`src/rtl/clock_period_meter_pkg.sv`:
```
// Shared types and defaults for the clock period meter.
package clock_period_meter_pkg;

    localparam int unsigned CNT_W_DEFAULT = 16;

    typedef enum logic {
        ARM   = 1'b0,
        COUNT = 1'b1
    } state_e;

endpackage

```
`src/rtl/clock_period_meter_sync_edge_det.sv`:
```
// Two-flop synchronizer plus delay register; flags rising/falling edges of the synchronized input.
module sync_edge_det (
    input  logic In_clk,
    input  logic reset,
    input  logic d_i,
    output logic s_o,
    output logic rise_c,
    output logic fall_c
);

    logic meta_q;
    logic sync_q;
    logic dly_q;

    always_ff @(posedge In_clk or posedge reset) begin
        if (reset) begin
            meta_q <= 1'b0;
            sync_q <= 1'b0;
            dly_q  <= 1'b0;
        end else begin
            meta_q <= d_i;
            sync_q <= meta_q;
            dly_q  <= sync_q;
        end
    end

    assign s_o    = sync_q;
    assign rise_c = sync_q & ~dly_q;
    assign fall_c = ~sync_q & dly_q;

endmodule

```
`src/rtl/clock_period_meter.sv`:
```
// Measures period (and high time when CLOCK_PERIOD_METER_DUTY_EN is defined) of a slow
// asynchronous signal in In_clk cycles; results leave through a valid/ready handshake.
module clock_period_meter
    import clock_period_meter_pkg::*;
#(
    parameter int unsigned CNT_W      = CNT_W_DEFAULT,
    parameter int unsigned MAX_PERIOD = (2 ** CNT_W) - 1
) (
    input  logic             In_clk,
    input  logic             reset,
    input  logic             Enable,
    input  logic             Meas_in,
    input  logic             Meas_ready,
    output logic             Meas_valid,
    output logic [CNT_W-1:0] Period,
    output logic [CNT_W-1:0] High_time,
    output logic             Overrun,
    output logic             Timeout
);

    localparam logic [CNT_W-1:0] MAX_CNT = CNT_W'(MAX_PERIOD);

    logic s;
    logic rise;
    logic fall;

    state_e           state_q, state_d;
    logic [CNT_W-1:0] cnt_q, cnt_d;
    logic [CNT_W-1:0] period_q, period_d;
    logic             valid_q, valid_d;
    logic             overrun_q, overrun_d;
    logic             timeout_q, timeout_d;

    logic cnt_ld;
    logic cnt_clr;
    logic capture;
    logic timeout_evt;
    logic accept;
    logic load;
    logic drop;

    sync_edge_det u_sync (
        .In_clk (In_clk),
        .reset  (reset),
        .d_i    (Meas_in),
        .s_o    (s),
        .rise_c (rise),
        .fall_c (fall)
    );

    always_ff @(posedge In_clk or posedge reset) begin
        if (reset) begin
            state_q   <= ARM;
            cnt_q     <= '0;
            period_q  <= '0;
            valid_q   <= 1'b0;
            overrun_q <= 1'b0;
            timeout_q <= 1'b0;
        end else begin
            state_q   <= state_d;
            cnt_q     <= cnt_d;
            period_q  <= period_d;
            valid_q   <= valid_d;
            overrun_q <= overrun_d;
            timeout_q <= timeout_d;
        end
    end

    // Measurement FSM: cnt_ld restarts a period, cnt_clr parks the counters at zero.
    always_comb begin
        state_d     = state_q;
        cnt_d       = cnt_q;
        cnt_ld      = 1'b0;
        cnt_clr     = 1'b0;
        capture     = 1'b0;
        timeout_evt = 1'b0;
        if (!Enable) begin
            state_d = ARM;
            cnt_clr = 1'b1;
        end else begin
            case (state_q)
                ARM: begin
                    if (rise) begin
                        state_d = COUNT;
                        cnt_ld  = 1'b1;
                    end else begin
                        cnt_clr = 1'b1;
                    end
                end
                COUNT: begin
                    if (rise) begin
                        capture = 1'b1;
                        cnt_ld  = 1'b1;
                    end else if (cnt_q == MAX_CNT) begin
                        timeout_evt = 1'b1;
                        state_d     = ARM;
                        cnt_clr     = 1'b1;
                    end
                end
                default: begin
                    state_d = ARM;
                    cnt_clr = 1'b1;
                end
            endcase
        end
        if (cnt_ld) begin
            cnt_d = CNT_W'(1);
        end else if (cnt_clr) begin
            cnt_d = '0;
        end else begin
            cnt_d = cnt_q + CNT_W'(1);
        end
    end

    // Result handshake: a capture loads only when the slot is empty or being drained.
    always_comb begin
        accept    = valid_q & Meas_ready;
        load      = capture & (~valid_q | Meas_ready);
        drop      = capture & valid_q & ~Meas_ready;
        period_d  = period_q;
        valid_d   = valid_q;
        overrun_d = overrun_q;
        timeout_d = timeout_q;
        if (load) begin
            period_d = cnt_q;
            valid_d  = 1'b1;
        end else if (accept) begin
            valid_d = 1'b0;
        end
        if (drop) begin
            overrun_d = 1'b1;
        end else if (accept) begin
            overrun_d = 1'b0;
        end
        if (timeout_evt) begin
            timeout_d = 1'b1;
        end else if (load) begin
            timeout_d = 1'b0;
        end
    end

    assign Meas_valid = valid_q;
    assign Period     = period_q;
    assign Overrun    = overrun_q;
    assign Timeout    = timeout_q;

`ifdef CLOCK_PERIOD_METER_DUTY_EN
    logic [CNT_W-1:0] hcnt_q, hcnt_d;
    logic [CNT_W-1:0] high_q, high_d;
    logic             hi_run_q, hi_run_d;
    logic             unused_sync;

    always_ff @(posedge In_clk or posedge reset) begin
        if (reset) begin
            hcnt_q   <= '0;
            high_q   <= '0;
            hi_run_q <= 1'b0;
        end else begin
            hcnt_q   <= hcnt_d;
            high_q   <= high_d;
            hi_run_q <= hi_run_d;
        end
    end

    // High-time counter; the falling-edge cycle itself is already low, so it is not counted.
    always_comb begin
        hcnt_d   = hcnt_q;
        hi_run_d = hi_run_q;
        high_d   = high_q;
        if (cnt_ld) begin
            hcnt_d   = CNT_W'(1);
            hi_run_d = 1'b1;
        end else if (cnt_clr) begin
            hcnt_d   = '0;
            hi_run_d = 1'b0;
        end else begin
            if (hi_run_q && !fall) begin
                hcnt_d = hcnt_q + CNT_W'(1);
            end
            if (fall) begin
                hi_run_d = 1'b0;
            end
        end
        if (load) begin
            high_d = hcnt_q;
        end
    end

    assign High_time   = high_q;
    assign unused_sync = s;
`else
    logic unused_sync;

    assign High_time   = '0;
    assign unused_sync = ^{s, fall};
`endif

endmodule

```
`config.mk`:
```
export PLATFORM = sky130hd
export DESIGN_NAME = clock_period_meter
export DESIGN_NICKNAME = d
export VERILOG_FILES = /design/src/rtl/clock_period_meter_pkg.sv /design/src/rtl/clock_period_meter_sync_edge_det.sv /design/src/rtl/clock_period_meter.sv
export SDC_FILE = /design/constraint.sdc
export NUM_CORES = 1
export LEC_CHECK = 0
export ABC_AREA = 1
export BUFFER_PORTS_ARGS = -buffer_cell sky130_fd_sc_hd__buf_2
export CAP_MARGIN = 30
export CORE_UTILIZATION = 60
export CTS_BUF_LIST = sky130_fd_sc_hd__clkbuf_2 sky130_fd_sc_hd__clkbuf_4 sky130_fd_sc_hd__clkbuf_8
export CTS_CLUSTER_DIAMETER = 200
export CTS_CLUSTER_SIZE = 25
export DETAILED_ROUTE_END_ITERATION = 12
export GPL_TIMING_DRIVEN = 0
export PLACE_DENSITY = 0.88
export SYNTH_ARGS = -nofsm -noshare
export SYNTH_HDL_FRONTEND = slang
export SYNTH_SLANG_ARGS = --single-unit
```
`constraint.sdc`:
```
create_clock -name In_clk -period 2.8 [get_ports In_clk]
set_input_delay 0.56 -clock In_clk [delete_from_list [all_inputs] [get_ports In_clk]]
set_output_delay 0.56 -clock In_clk [all_outputs]
set_load 0.01 [all_outputs]
```
# --- Word level (Yosys, flattened, before mapping) ---
# Cells that the tools add are included.
totals:
  register_bits: 39
  out_inout_bits: 35
  word_cells: 46
classes:
  bitwise_logic: 10
  eq_ne: 1
  n_addsub: 1
  muxes: 22
  n_reduce_logical: 3
op_table:
  columns: ["operator", "n"]
  rows:
  - ["16-bit two-way mux", 2]
  - ["1-bit two-way mux", 18]
  - ["16-bit by 1-bit adder with 16-bit output (second input constant)", 1]
  - ["16-bit equality test (second input constant)", 1]
  - ["2-bit nonzero test", 3]
  - ["1-bit bitwise AND", 5]
  - ["1-bit inverter", 4]
  - ["1-bit case mux with 2 select lines", 2]
  - ["1-bit bitwise OR", 1]

# --- Logic depth before layout (Yosys ltp) ---
# Gate-level depths: netlist of run 1.
logic_depth:
  word_depth: 8
  mapped_depth: 9

# --- By module ---
# From an unflattened synthesis of run 1, not the netlist that was laid out.
unflattened:
  cells_unflattened: 207
  hier_area_um2: 1858.0
by_module_without_submodules:
  columns: ["mod", "seq_area_each_um2", "instances", "cells_each", "area_per_inst_um2"]
  rows:
  - ["clock_period_meter", 900.9, 1, 199, 1764.2]
  - ["sync_edge_det", 75.1, 1, 8, 93.8]

# --- Worst setup path before layout of run 1 ---
# Ideal clock, no wire load.
synth_path:
  path_type: "register to register"
  startpoint: "register cnt_q[0]"
  endpoint: "register cnt_q[2]"
  n_path_buf: 1
  required_time_ns: 2.731
  stages_incl_launch_ff: 10
  period_less_slack_ns: 1.406
  setup_time_ns: 0.069
  t_arrival_ns: 1.337
  setup_slack_ns: 1.394
  path_cell_list: "dfrtp_1 > ha_1 > nand2_2 > nor2_4 > nand2_2 > nor2_4 > a21oi_2 > nand2_4 > buf_12 > nor2_2"
synth_between:
  elab_chain_cells: 7
  word_cells_on_any_way: 8
  classes_between: "add/sub: 1; eq/ne: 1; mux: 6"
synth_lines:
  columns: ["element", "line_no", "text"]
  rows:
  - ["from (decl)", "clock_period_meter.sv:28", "logic [CNT_W-1:0] cnt_q, cnt_d;"]
  - ["from (signal assigned)", "clock_period_meter.sv:61", "cnt_q <= cnt_d;"]
  - ["16-bit equality test", "clock_period_meter.sv:94", "end else if (cnt_q == MAX_CNT) begin"]
  - ["1-bit two-way mux", "clock_period_meter.sv:94", null]
  - ["1-bit two-way mux", "clock_period_meter.sv:91", "if (rise) begin"]
  - ["1-bit case mux with 2 select lines", "clock_period_meter.sv:81", "case (state_q)"]
  - ["1-bit two-way mux", "clock_period_meter.sv:77", "if (!Enable) begin"]
  - ["16-bit two-way mux (*)", "clock_period_meter.sv:108", "end else if (cnt_clr) begin"]
  - ["16-bit two-way mux (*)", "clock_period_meter.sv:106", "if (cnt_ld) begin"]
  - ["net cnt_d[2]", "clock_period_meter.sv:28", null]
# Mark *: on every way through the listed nets, which the timed path passes. The rest lies on a longest branch.
# A chain may end at the register's enable or synchronous reset.

# --- Final worst setup path of run 1 ---
layout_path:
  startpoint: "register cnt_q[0]"
  endpoint: "register cnt_q[7]"
# The elaborated chain is that of the path after synthesis.

==> flow_metrics.env, run 1 <==
export IMPL_seq_power_share_pct=54.7
export IMPL_fmax_mhz=632.7
export IMPL_wl_per_cell_um=13.24
export IMPL_violations="design-rule violations"
export IMPL_finalCritPeriodShare_pct=56.45
export IMPL_yosysUniqueCellTypes=23
export IMPL_tritoncts="built"
export IMPL_cts_setup_buffers=0
export IMPL_port_buffer_count=23
export IMPL_min_period_ns=1.580
export IMPL_hold_buffers=0
export IMPL_rsz0062_at_grt="false"
export IMPL_antenna_found_initial=0
export IMPL_finalSetupTns_ns=0
export IMPL_dieHeight_um=57.63
export IMPL_route_detailed_drc=5
export IMPL_clock_root_buffer="clkbuf_4"
export IMPL_power_w=0.001069
export IMPL_setup_viol=0
export IMPL_worst_slew_pin_slew_ns=0.6060
export IMPL_drtIter0Drc=52
export IMPL_antenna_diode_count=0
export IMPL_vias=1443
export IMPL_fin_cells=285
export IMPL_layout_drive_gt1_share_pct=27.95
export IMPL_path_max_fanout=10
export IMPL_grt_max_degree=26
export IMPL_routed_wl_mm=3.772
export IMPL_ctsResizeCount=0
export IMPL_start_util_pct=65.09
export IMPL_avgSynthCellArea_um2=8.970
export IMPL_p_clk_share_pct=36.6
export IMPL_grt_overflow=0
export IMPL_relSlewSlack_pct=59.56
export IMPL_synth_edf_count=0
export IMPL_place_congestion=0.8088
export IMPL_crit_path_start="cnt_q[0]"
export IMPL_dpl_cell_count=277
export IMPL_intPower_w=0.0008246
export IMPL_worstSkewPairLatency_ns=0.35
export IMPL_worst_setup_path_start_kind="register"
export IMPL_ios=40
export IMPL_critPathArrivalTime_ns=1.87
export IMPL_ant_nets=0
export IMPL_routed_via_density=5.063
export IMPL_htree_levels=2
export IMPL_power_density_nw_per_um2=490.4
export IMPL_switchingPower_w=0.0002448
export IMPL_worstReg2RegStart="cnt_q[0]"
export IMPL_cts_buffers=5
export IMPL_synthToLayoutAreaGrowth_pct=17.45
export IMPL_netlist_instances=207
export IMPL_swShare_pct=22.89
export IMPL_hold_ws_ns=0.2624
export IMPL_coreArea_um2=2853
export IMPL_yosysWarnings=0
export IMPL_worstPathRequired_ns=3.09
export IMPL_rrSetupSlack_ns=1.22
export IMPL_grt_pass1_wl_mm=6.320
export IMPL_rows=19
export IMPL_cts_buffer_depth=2
export IMPL_min_path_type="input port to asynchronous set/reset pin"
export IMPL_clk_pin_slew_ns=0.12
export IMPL_ys_ff_latch=39
export IMPL_layout_commonest_cell="nand2_1"
export IMPL_vdd_ir_drop_max_mv=0.3499
export IMPL_final_cell_mix="nand2_1, dfrtp_1, buf_2"
export IMPL_power_leakage_nw=1.097
export IMPL_synth_flop_cell="dfrtp_1"
export IMPL_gr_usage_all_layers_pct=26.66
export IMPL_dr_pass1_iters=8
export IMPL_max_cap_violations=0
export IMPL_combPwrFrac_pct=8.7
export IMPL_dp_hpwl_mm=2.653
export IMPL_final_setup_skew_ns=0.01078
export IMPL_die_w_um=57.63
export IMPL_hold_viol_final=0
export IMPL_die_area_um2=3321
export IMPL_seq_area_frac_synth_pct=52.56
export IMPL_clock_sinks=39
export IMPL_grt_pass1_vias=1456
export IMPL_run_status="finished, violations left"
export IMPL_slew_viol_final=0
export IMPL_nNetsFinal=259
export IMPL_cp_end_kind="register"
export IMPL_r2r_end="cnt_q[7]"
export IMPL_netlist_area_um2=1857
export IMPL_crit_type="register to register"
export IMPL_synthArstFlopShare_pct=100.0
export IMPL_reg2reg_depth=9
[stage by stage]
| step | cell area, µm² | worst slack, ns | util (%) |
|---|---|---|---|
| after global placement | 2067 | 0.9295 | 72.46 |
| after CTS | 2181 | 1.209 | 76.45 |
| after detailed placement | 2095 | 1.152 | 73.42 |
| after floorplan | 1913 | 1.351 | - |
| after global routing | 2181 | 1.134 | 76.45 |
| final | 2181 | 1.220 | 76.45 |
[power by group through the flow]
stage          registers (W)  clock network, W  logic (W)
4_1_cts             0.000585          0.000398  0.0000922
2_1_floorplan       0.000598                 0  0.0000625
5_1_grt             0.000586          0.000425   0.000103
6_report            0.000585          0.000391  0.0000930
3_5_place_dp        0.000595                 0  0.0000912
3_3_place_gp        0.000595                 0  0.0000838
[layer usage]
layer  GRT usage (%)  part of all wire, %  vias to the layer above
li1                -                    -                      707
met1           29.29                   38                      667
met2           45.18                   52                       55
met3           7.589                  5.8                       14
met4           17.42                  3.6                        0
met5               0                    0                        -
[worst max-delay path, stage by stage (launching register included)]
cell and delay (ns):
dfrtp_1 0.43, ha_1 0.25, nand2_2 0.09, nor2_4 0.04, nand2_2 0.11, nor2_4 0.05
a21oi_2 0.20, nand2_4 0.10, buf_12 0.16, nor2_2 0.08
[how the worst max path moves through the flow]
| stage | cells past startpoint | to |
|---|---|---|
| 2_1_floorplan | 1 | Meas_valid |
| 3_3_place_gp | 2 | cnt_q[4] |
| 3_5_place_dp | 9 | Period[15] |
| 4_1_cts | 9 | cnt_q[7] |
| 5_1_grt | 8 | cnt_q[0] |
| 6_report | 9 | cnt_q[7] |
[logic make-up (layout without fill, tap and decap cells)]
logic type,count (synthesis),count (layout),synth area share [%]
flops,39,39,52.56
fa+ha+maj,1,1,0.6737
simple gates,106,106,25.94
compound gates,14,14,4.044
other cells,1,16,0.2020
xor+xnor,11,11,5.189
buf+inv,35,67,11.39
[layout make-up]
type,count,area [µm²]
plain buffers,20,155.1
fillers,216,671.9
well taps,31,38.79
inverters,15,56.30
multi-input cells,148,725.7
repair buffers,24,142.6
clock buffers,6,51.30
clock inverters,2,35.03
flip-flops and latches,39,975.9
[synthesized netlist by cell type (3+ instances only)]
cell     count  area share [%]
xnor2_1      5             2.4
xor2_1       6             2.8
o21ai_0      4             1.1
dfrtp_1     39              53
nor2_4       3             1.8
buf_2        3            0.81
buf_4       16             6.5
nand4_1      3             1.0
nor2_1      17             3.4
nand3_1      7             1.9
nand2_2      3             1.0
nor2_2      11             3.7
o21ai_1      6             1.6
nand2_1     59              12
inv_1       15             3.0
[state kept, by name, indices dropped and copies added, names as in the netlist]
signal,cells
Meas_valid,1
cnt_q,16
u_sync.dly_q,1
state_q,1
Period,16
u_sync.meta_q,1
Overrun,1
u_sync.s_o,1
Timeout,1
Power figures use the tool's default switching activity.
==> run 2, diff against run 1 <==
--- a/config.mk
+++ b/config.mk
@@ -8,13 +8,13 @@
 export ABC_AREA = 1
 export BUFFER_PORTS_ARGS = -buffer_cell sky130_fd_sc_hd__buf_2
 export CAP_MARGIN = 30
-export CORE_UTILIZATION = 60
+export CORE_UTILIZATION = 56
 export CTS_BUF_LIST = sky130_fd_sc_hd__clkbuf_2 sky130_fd_sc_hd__clkbuf_4 sky130_fd_sc_hd__clkbuf_8
 export CTS_CLUSTER_DIAMETER = 200
 export CTS_CLUSTER_SIZE = 25
 export DETAILED_ROUTE_END_ITERATION = 12
 export GPL_TIMING_DRIVEN = 0
-export PLACE_DENSITY = 0.88
+export PLACE_DENSITY = 0.83
 export SYNTH_ARGS = -nofsm -noshare
 export SYNTH_HDL_FRONTEND = slang
 export SYNTH_SLANG_ARGS = --single-unit
==> constraint.sdc (replaced) <==
create_clock -name In_clk -period 1.46 [get_ports In_clk]
set_input_delay 0.292 -clock In_clk [delete_from_list [all_inputs] [get_ports In_clk]]
set_output_delay 0.292 -clock In_clk [all_outputs]
set_load 0.01 [all_outputs]
==> flow_metrics.env, run 2 (synthesis results as in run 1) <==
export IMPL_max_stage_delay_ns=0.37
export IMPL_ant_nets=0
export IMPL_htree_levels=2
export IMPL_cp_end_kind="register"
export IMPL_dpl_cell_count=290
export IMPL_max_cap_violations=0
export IMPL_place_congestion=0.8291
export IMPL_setup_viol=7
export IMPL_crit_buf_inv=1
export IMPL_hold_ws_ns=-0.01246
export IMPL_cts_buffers=5
export IMPL_coreArea_um2=3103
export IMPL_power_w=0.002053
export IMPL_clk_pin_slew_ns=0.11
export IMPL_ios=40
export IMPL_min_path_type="input port to asynchronous set/reset pin"
export IMPL_dieHeight_um=59.58
export IMPL_grt_overflow=0
export IMPL_clock_root_buffer="clkbuf_4"
export IMPL_worst_setup_path_start_kind="register"
export IMPL_cp_cell_sequence="ha_2 > nand2_2 > nor2_4 > nand2_2 > nor2_4 > a21oi_4 > nand2_4 > buf_12 > nor2_2"
export IMPL_fin_cells=304
export IMPL_path_max_fanout=10
export IMPL_clock_sinks=39
export IMPL_worst_path_stages=9
export IMPL_post_route_util_pct=73.47
export IMPL_nNetsFinal=265
export IMPL_crit_type="register to register"
export IMPL_layout_drive_gt1_share_pct=31.54
export IMPL_dp_hpwl_mm=2.618
export IMPL_vias=1430
export IMPL_run_status="finished, violations left"
export IMPL_crit_path_start="cnt_q[0]"
export IMPL_power_density_nw_per_um2=900.4
export IMPL_slowest_stage="dfrtp_1"
export IMPL_routed_via_density=4.704
export IMPL_power_leakage_nw=1.133
export IMPL_worst_slew_pin_slew_ns=0.5801
export IMPL_die_area_um2=3550
export IMPL_critPathArrivalTime_ns=1.70
export IMPL_r2r_end="cnt_q[4]"
export IMPL_final_cell_mix="nand2_1, dfrtp_1, buf_4, buf_2"
export IMPL_rsz0062_at_grt="true"
export IMPL_cts_buffer_depth=2
export IMPL_final_setup_skew_ns=0.008532
export IMPL_worstSkewPairLatency_ns=0.35
export IMPL_antenna_diode_count=0
export IMPL_antenna_found_initial=0
export IMPL_grt_pass1_vias=1338
export IMPL_relSlewSlack_pct=61.29
export IMPL_combPwrFrac_pct=9.2
export IMPL_switchingPower_w=0.0004632
export IMPL_layout_setup_ws_ns=-0.007181
export IMPL_violations="negative hold slack, negative setup slack"
export IMPL_place_ws_ns=-0.1113
export IMPL_synthToLayoutAreaGrowth_pct=22.78
export IMPL_worstReg2RegStart="cnt_q[0]"
export IMPL_hold_buffers=0
export IMPL_routed_wl_mm=3.545
export IMPL_hold_viol_final=14
export IMPL_dr_pass1_iters=4
export IMPL_worstPathRequired_ns=1.70
export IMPL_wl_per_cell_um=11.66
export IMPL_seq_power_share_pct=54.5
export IMPL_layout_commonest_cell="nand2_1"
export IMPL_die_w_um=59.58
export IMPL_gr_usage_all_layers_pct=23.04
export IMPL_grt_pass1_wl_mm=5.844
export IMPL_intPower_w=0.001589
export IMPL_grt_max_degree=26
export IMPL_slew_viol_final=0
export IMPL_vdd_ir_drop_max_mv=0.5972
export IMPL_finalCritPeriodShare_pct=100.5
export IMPL_tritoncts="built"
export IMPL_start_util_pct=59.84
export IMPL_reg2reg_depth=9
export IMPL_fmax_mhz=681.6
export IMPL_port_buffer_count=23
export IMPL_rrSetupSlack_ns=-0.007
export IMPL_p_clk_share_pct=36.3
export IMPL_min_period_ns=1.467
export IMPL_swShare_pct=22.57
export IMPL_route_detailed_drc=0
export IMPL_rows=20
export IMPL_drtIter0Drc=54
export IMPL_critPathTopFamily="simple AND/OR/NAND/NOR gates"
-- run 2: power groups by stage --
stage	clock (W)	combinational [W]	sequential (W)
3_3_place_gp	0	0.000161	0.00114
3_5_place_dp	0	0.000175	0.00114
5_1_grt	0.000804	0.000209	0.00112
2_1_floorplan	0	0.000120	0.00115
4_1_cts	0.000758	0.000186	0.00112
6_report	0.000745	0.000188	0.00112
-- run 2: cell type report --
cell class	count	area [µm²]
inverter	15	56.30
clock inverter	2	35.03
tap	44	55.05
multi-input combinational	148	758.2
fill	243	823.3
sequential	39	975.9
timing repair buffer	30	187.7
buffer	20	160.2
clock buffer	6	51.30
-- run 2: what timing repair did --
| action | in CTS | in global routing |
|---|---|---|
| buffers inserted | 4 | 2 |
| resized for setup | 4 | 8 |
| pin swaps | 0 | 3 |
| setup endpoints to repair | 16 | 30 |
| gates cloned | 0 | 0 |
| hold endpoints to repair | 0 | 0 |
-- run 2: per-stage QoR --
stage	TNS [ns]	area, µm²
2_1_floorplan	0	1913
3_3_place_gp	-6.565	2083
3_5_place_dp	-0.9916	2111
4_1_cts	-0.09766	2242
5_1_grt	-1.526	2280
6_report	-0.01915	2280
-- run 2: worst max path at each step --
stage	end
2_1_floorplan	cnt_q[2]
3_5_place_dp	cnt_q[2]
6_report	cnt_q[4]
3_3_place_gp	cnt_q[3]
4_1_cts	cnt_q[2]
5_1_grt	cnt_q[4]
-- run 2: metal layers --
| metal | global-route usage [%] | share of wire (%) | up-vias |
|---|---|---|---|
| met5 | 0 | 0 | - |
| li1 | - | - | 713 |
| met1 | 28.06 | 43 | 658 |
| met4 | 7.973 | 2.1 | 0 |
| met2 | 38.84 | 50 | 48 |
| met3 | 6.987 | 4.3 | 11 |
==> run 3, diff against run 2 <==
--- a/config.mk
+++ b/config.mk
@@ -5,16 +5,15 @@
 export SDC_FILE = /design/constraint.sdc
 export NUM_CORES = 1
 export LEC_CHECK = 0
-export ABC_AREA = 1
 export BUFFER_PORTS_ARGS = -buffer_cell sky130_fd_sc_hd__buf_2
 export CAP_MARGIN = 30
-export CORE_UTILIZATION = 56
+export CORE_UTILIZATION = 55
 export CTS_BUF_LIST = sky130_fd_sc_hd__clkbuf_2 sky130_fd_sc_hd__clkbuf_4 sky130_fd_sc_hd__clkbuf_8
 export CTS_CLUSTER_DIAMETER = 200
 export CTS_CLUSTER_SIZE = 25
 export DETAILED_ROUTE_END_ITERATION = 12
 export GPL_TIMING_DRIVEN = 0
-export PLACE_DENSITY = 0.83
+export PLACE_DENSITY = 0.82
 export SYNTH_ARGS = -nofsm -noshare
 export SYNTH_HDL_FRONTEND = slang
 export SYNTH_SLANG_ARGS = --single-unit
==> flow_metrics.env, run 3 <==
export IMPL_hold_viol_final=0
export IMPL_vias=1389
export IMPL_setup_viol=34
export IMPL_yosysUniqueCellTypes=27
export IMPL_power_density_nw_per_um2=746.6
export IMPL_htree_levels=2
export IMPL_relSlewSlack_pct=47.48
export IMPL_nNetsFinal=225
export IMPL_final_cell_mix="dfrtp_1, buf_4, buf_2"
export IMPL_wl_per_cell_um=16.40
export IMPL_max_cap_violations=0
export IMPL_layout_setup_ws_ns=-0.3065
export IMPL_route_detailed_drc=0
export IMPL_cts_buffer_depth=2
export IMPL_dieHeight_um=58.72
export IMPL_final_setup_skew_ns=0.01211
export IMPL_yosys_top_cells_area="dfrtp_1, mux2_2, buf_4"
export IMPL_hold_buffers=0
export IMPL_coreArea_um2=3053
export IMPL_cp_cell_sequence="nand2_1 > or4_4 > or3_4 > a21oi_1"
export IMPL_min_period_ns=1.766
export IMPL_seq_area_frac_synth_pct=55.16
export IMPL_r2r_end="cnt_q[13]"
export IMPL_clk_pin_slew_ns=0.12
export IMPL_netlist_instances=151
export IMPL_synth_flop_cell="dfrtp_1"
export IMPL_port_buffer_count=23
export IMPL_dpl_cell_count=234
export IMPL_crit_path_start="cnt_q[10]"
export IMPL_start_util_pct=57.95
export IMPL_drtIter0Drc=55
export IMPL_place_congestion=0.7692
export IMPL_cts_buffers=5
export IMPL_violations="negative setup slack"
export IMPL_rrSetupSlack_ns=-0.31
export IMPL_synth_top_area_cell="dfrtp_1"
export IMPL_antenna_found_initial=0
export IMPL_die_w_um=58.72
export IMPL_routed_wl_mm=4.330
export IMPL_power_leakage_nw=1.200
export IMPL_busiest_layer="met2"
export IMPL_synthArstFlopShare_pct=100.0
export IMPL_critPathArrivalTime_ns=2.04
export IMPL_dp_hpwl_mm=2.290
export IMPL_gr_usage_all_layers_pct=25.39
export IMPL_grt_overflow=0
export IMPL_ys_ff_latch=39
export IMPL_dr_pass1_iters=4
export IMPL_hold_ws_ns=0.05285
export IMPL_vdd_ir_drop_max_mv=0.4848
export IMPL_rsz0062_at_grt="true"
export IMPL_tritoncts="built"
export IMPL_clock_sinks=39
export IMPL_finalCritPeriodShare_pct=121.0
export IMPL_finalSetupTns_ns=-6.712
export IMPL_avgSynthCellArea_um2=11.72
export IMPL_synthToLayoutAreaGrowth_pct=39.18
export IMPL_post_synth_top_count_cell="dfrtp_1"
export IMPL_clock_root_buffer="clkbuf_4"
export IMPL_crit_type="register to register"
export IMPL_fin_cells=264
export IMPL_grt_max_degree=22
export IMPL_cp_endpoint="cnt_q[13]"
export IMPL_grt_use_met1_pct=31.16
export IMPL_worstSkewPairLatency_ns=0.35
export IMPL_grt_pass1_wl_mm=6.299
export IMPL_synth_common_cells="dfrtp_1, buf_4, mux2_2, nor2_1, nand2_1"
export IMPL_netlist_area_um2=1769
export IMPL_ant_nets=0
export IMPL_min_path_type="input port to register"
export IMPL_slowest_stage="or4_4"
export IMPL_synth_top_area_share_pct=55.16
export IMPL_reg2reg_depth=4
export IMPL_max_stage_delay_ns=0.56
export IMPL_worstPathRequired_ns=1.74
export IMPL_path_max_fanout=5
export IMPL_cp_end_kind="register"
export IMPL_rows=20
export IMPL_slew_viol_final=0
export IMPL_worst_setup_path_start_kind="register"
export IMPL_antenna_diode_count=0
export IMPL_fmax_mhz=566.1
export IMPL_grt_pass1_vias=1313
export IMPL_met3_usage_pct=4.176
export IMPL_yosysWarnings=0
export IMPL_ios=40
export IMPL_synth_edf_count=0
export IMPL_worstReg2RegStart="cnt_q[10]"
export IMPL_die_area_um2=3447
export IMPL_run_status="finished, violations left"
export IMPL_worst_slew_pin_slew_ns=0.7869
export IMPL_routed_via_density=5.261
export IMPL_grt_util_met2_pct=44.01
export IMPL_layout_drive_gt1_share_pct=53.64
[run 3: cell count changes after synthesis, sizes merged, moves of 3 or more]
cell / previous run / this run
nand2: 63 / 8
mux2: 0 / 16
nor2: 31 / 16
inv: 15 / 6
o21ai: 10 / 3
nor4: 0 / 4
or3: 0 / 4
nand3: 7 / 4
[run 3: cell families (layout without fill, tap and decap cells)]
family | Yosys count | count (layout) | synth area share [%]
buffers and inverters | 24 | 78 | 8.911
adders and majority gates | 1 | 1 | 0.7071
other | 1 | 16 | 0.2120
and+or+nand+nor | 46 | 46 | 13.72
DFF | 39 | 39 | 55.16
AOI/OAI and AO/OA | 12 | 12 | 5.163
xor gates and xnor gates | 12 | 12 | 5.941
muxes | 16 | 16 | 10.18
[run 3: repair_timing]
action	in CTS	in global routing
cloned	2	0
endpoints found under the setup margin	34	34
resized for setup	20	15
pin swaps	12	5
setup buffers	13	7
[run 3: critical path: cells and delay by family, from the launching register on]
| family | cells | cell delay, ns |
|---|---|---|
| AOI/OAI and AO/OA | 1 | 0.17 |
| DFF | 1 | 0.44 |
| and+or+nand+nor | 3 | 1.09 |
[run 3: through the flow]
stage	power (W)	worst slack, ns	util [%]	area (µm²)
global route	0.001914	-0.3517	80.66	2462
global placement	0.001276	-0.4518	67.95	2074
detailed placement	0.001291	-0.4961	68.85	2102
floorplan	0.001245	-0.2756	-	1904
finish	0.001839	-0.3065	80.66	2462
CTS	0.001833	-0.2871	76.97	2350
[run 3: worst min-delay path by stage]
| stage | end | startpoint | depth (start not counted) |
|---|---|---|---|
| 3_5_place_dp | u_sync.s_o | u_sync.meta_q | 0 |
| 5_1_grt | u_sync.meta_q | Meas_in | 1 |
| 2_1_floorplan | u_sync.meta_q | Meas_in | 0 |
| 3_3_place_gp | u_sync.s_o | u_sync.meta_q | 0 |
| 6_report | u_sync.meta_q | Meas_in | 1 |
| 4_1_cts | u_sync.meta_q | Meas_in | 1 |
[run 3: final cells by class]
type                    count  area (µm²)
flip-flops and latches     39       982.2
repair buffers             46       336.6
plain buffers              18       146.4
inverters                   6       22.52
clock inverters             3       15.01
clock buffers               5       37.54
fillers                   175       590.6
multi-input cells         103       867.1
well taps                  44       55.05
[run 3: metal layers]
layer / wire length [µm] / share of wire (%)
met4: 127 / 2.9
met5: 0 / 0
met1: 1728 / 40
met3: 228 / 5.3
met2: 2245 / 52
[run 3: power by group]
part | internal, W | leakage, nW | switching, W
Clock | 0.000179 | 0.0347 | 0.000351
Sequential | 0.00110 | 0.526 | 0.0000160
Combinational | 0.0000882 | 0.639 | 0.000102
Total | 0.00137 | 1.20 | 0.000469
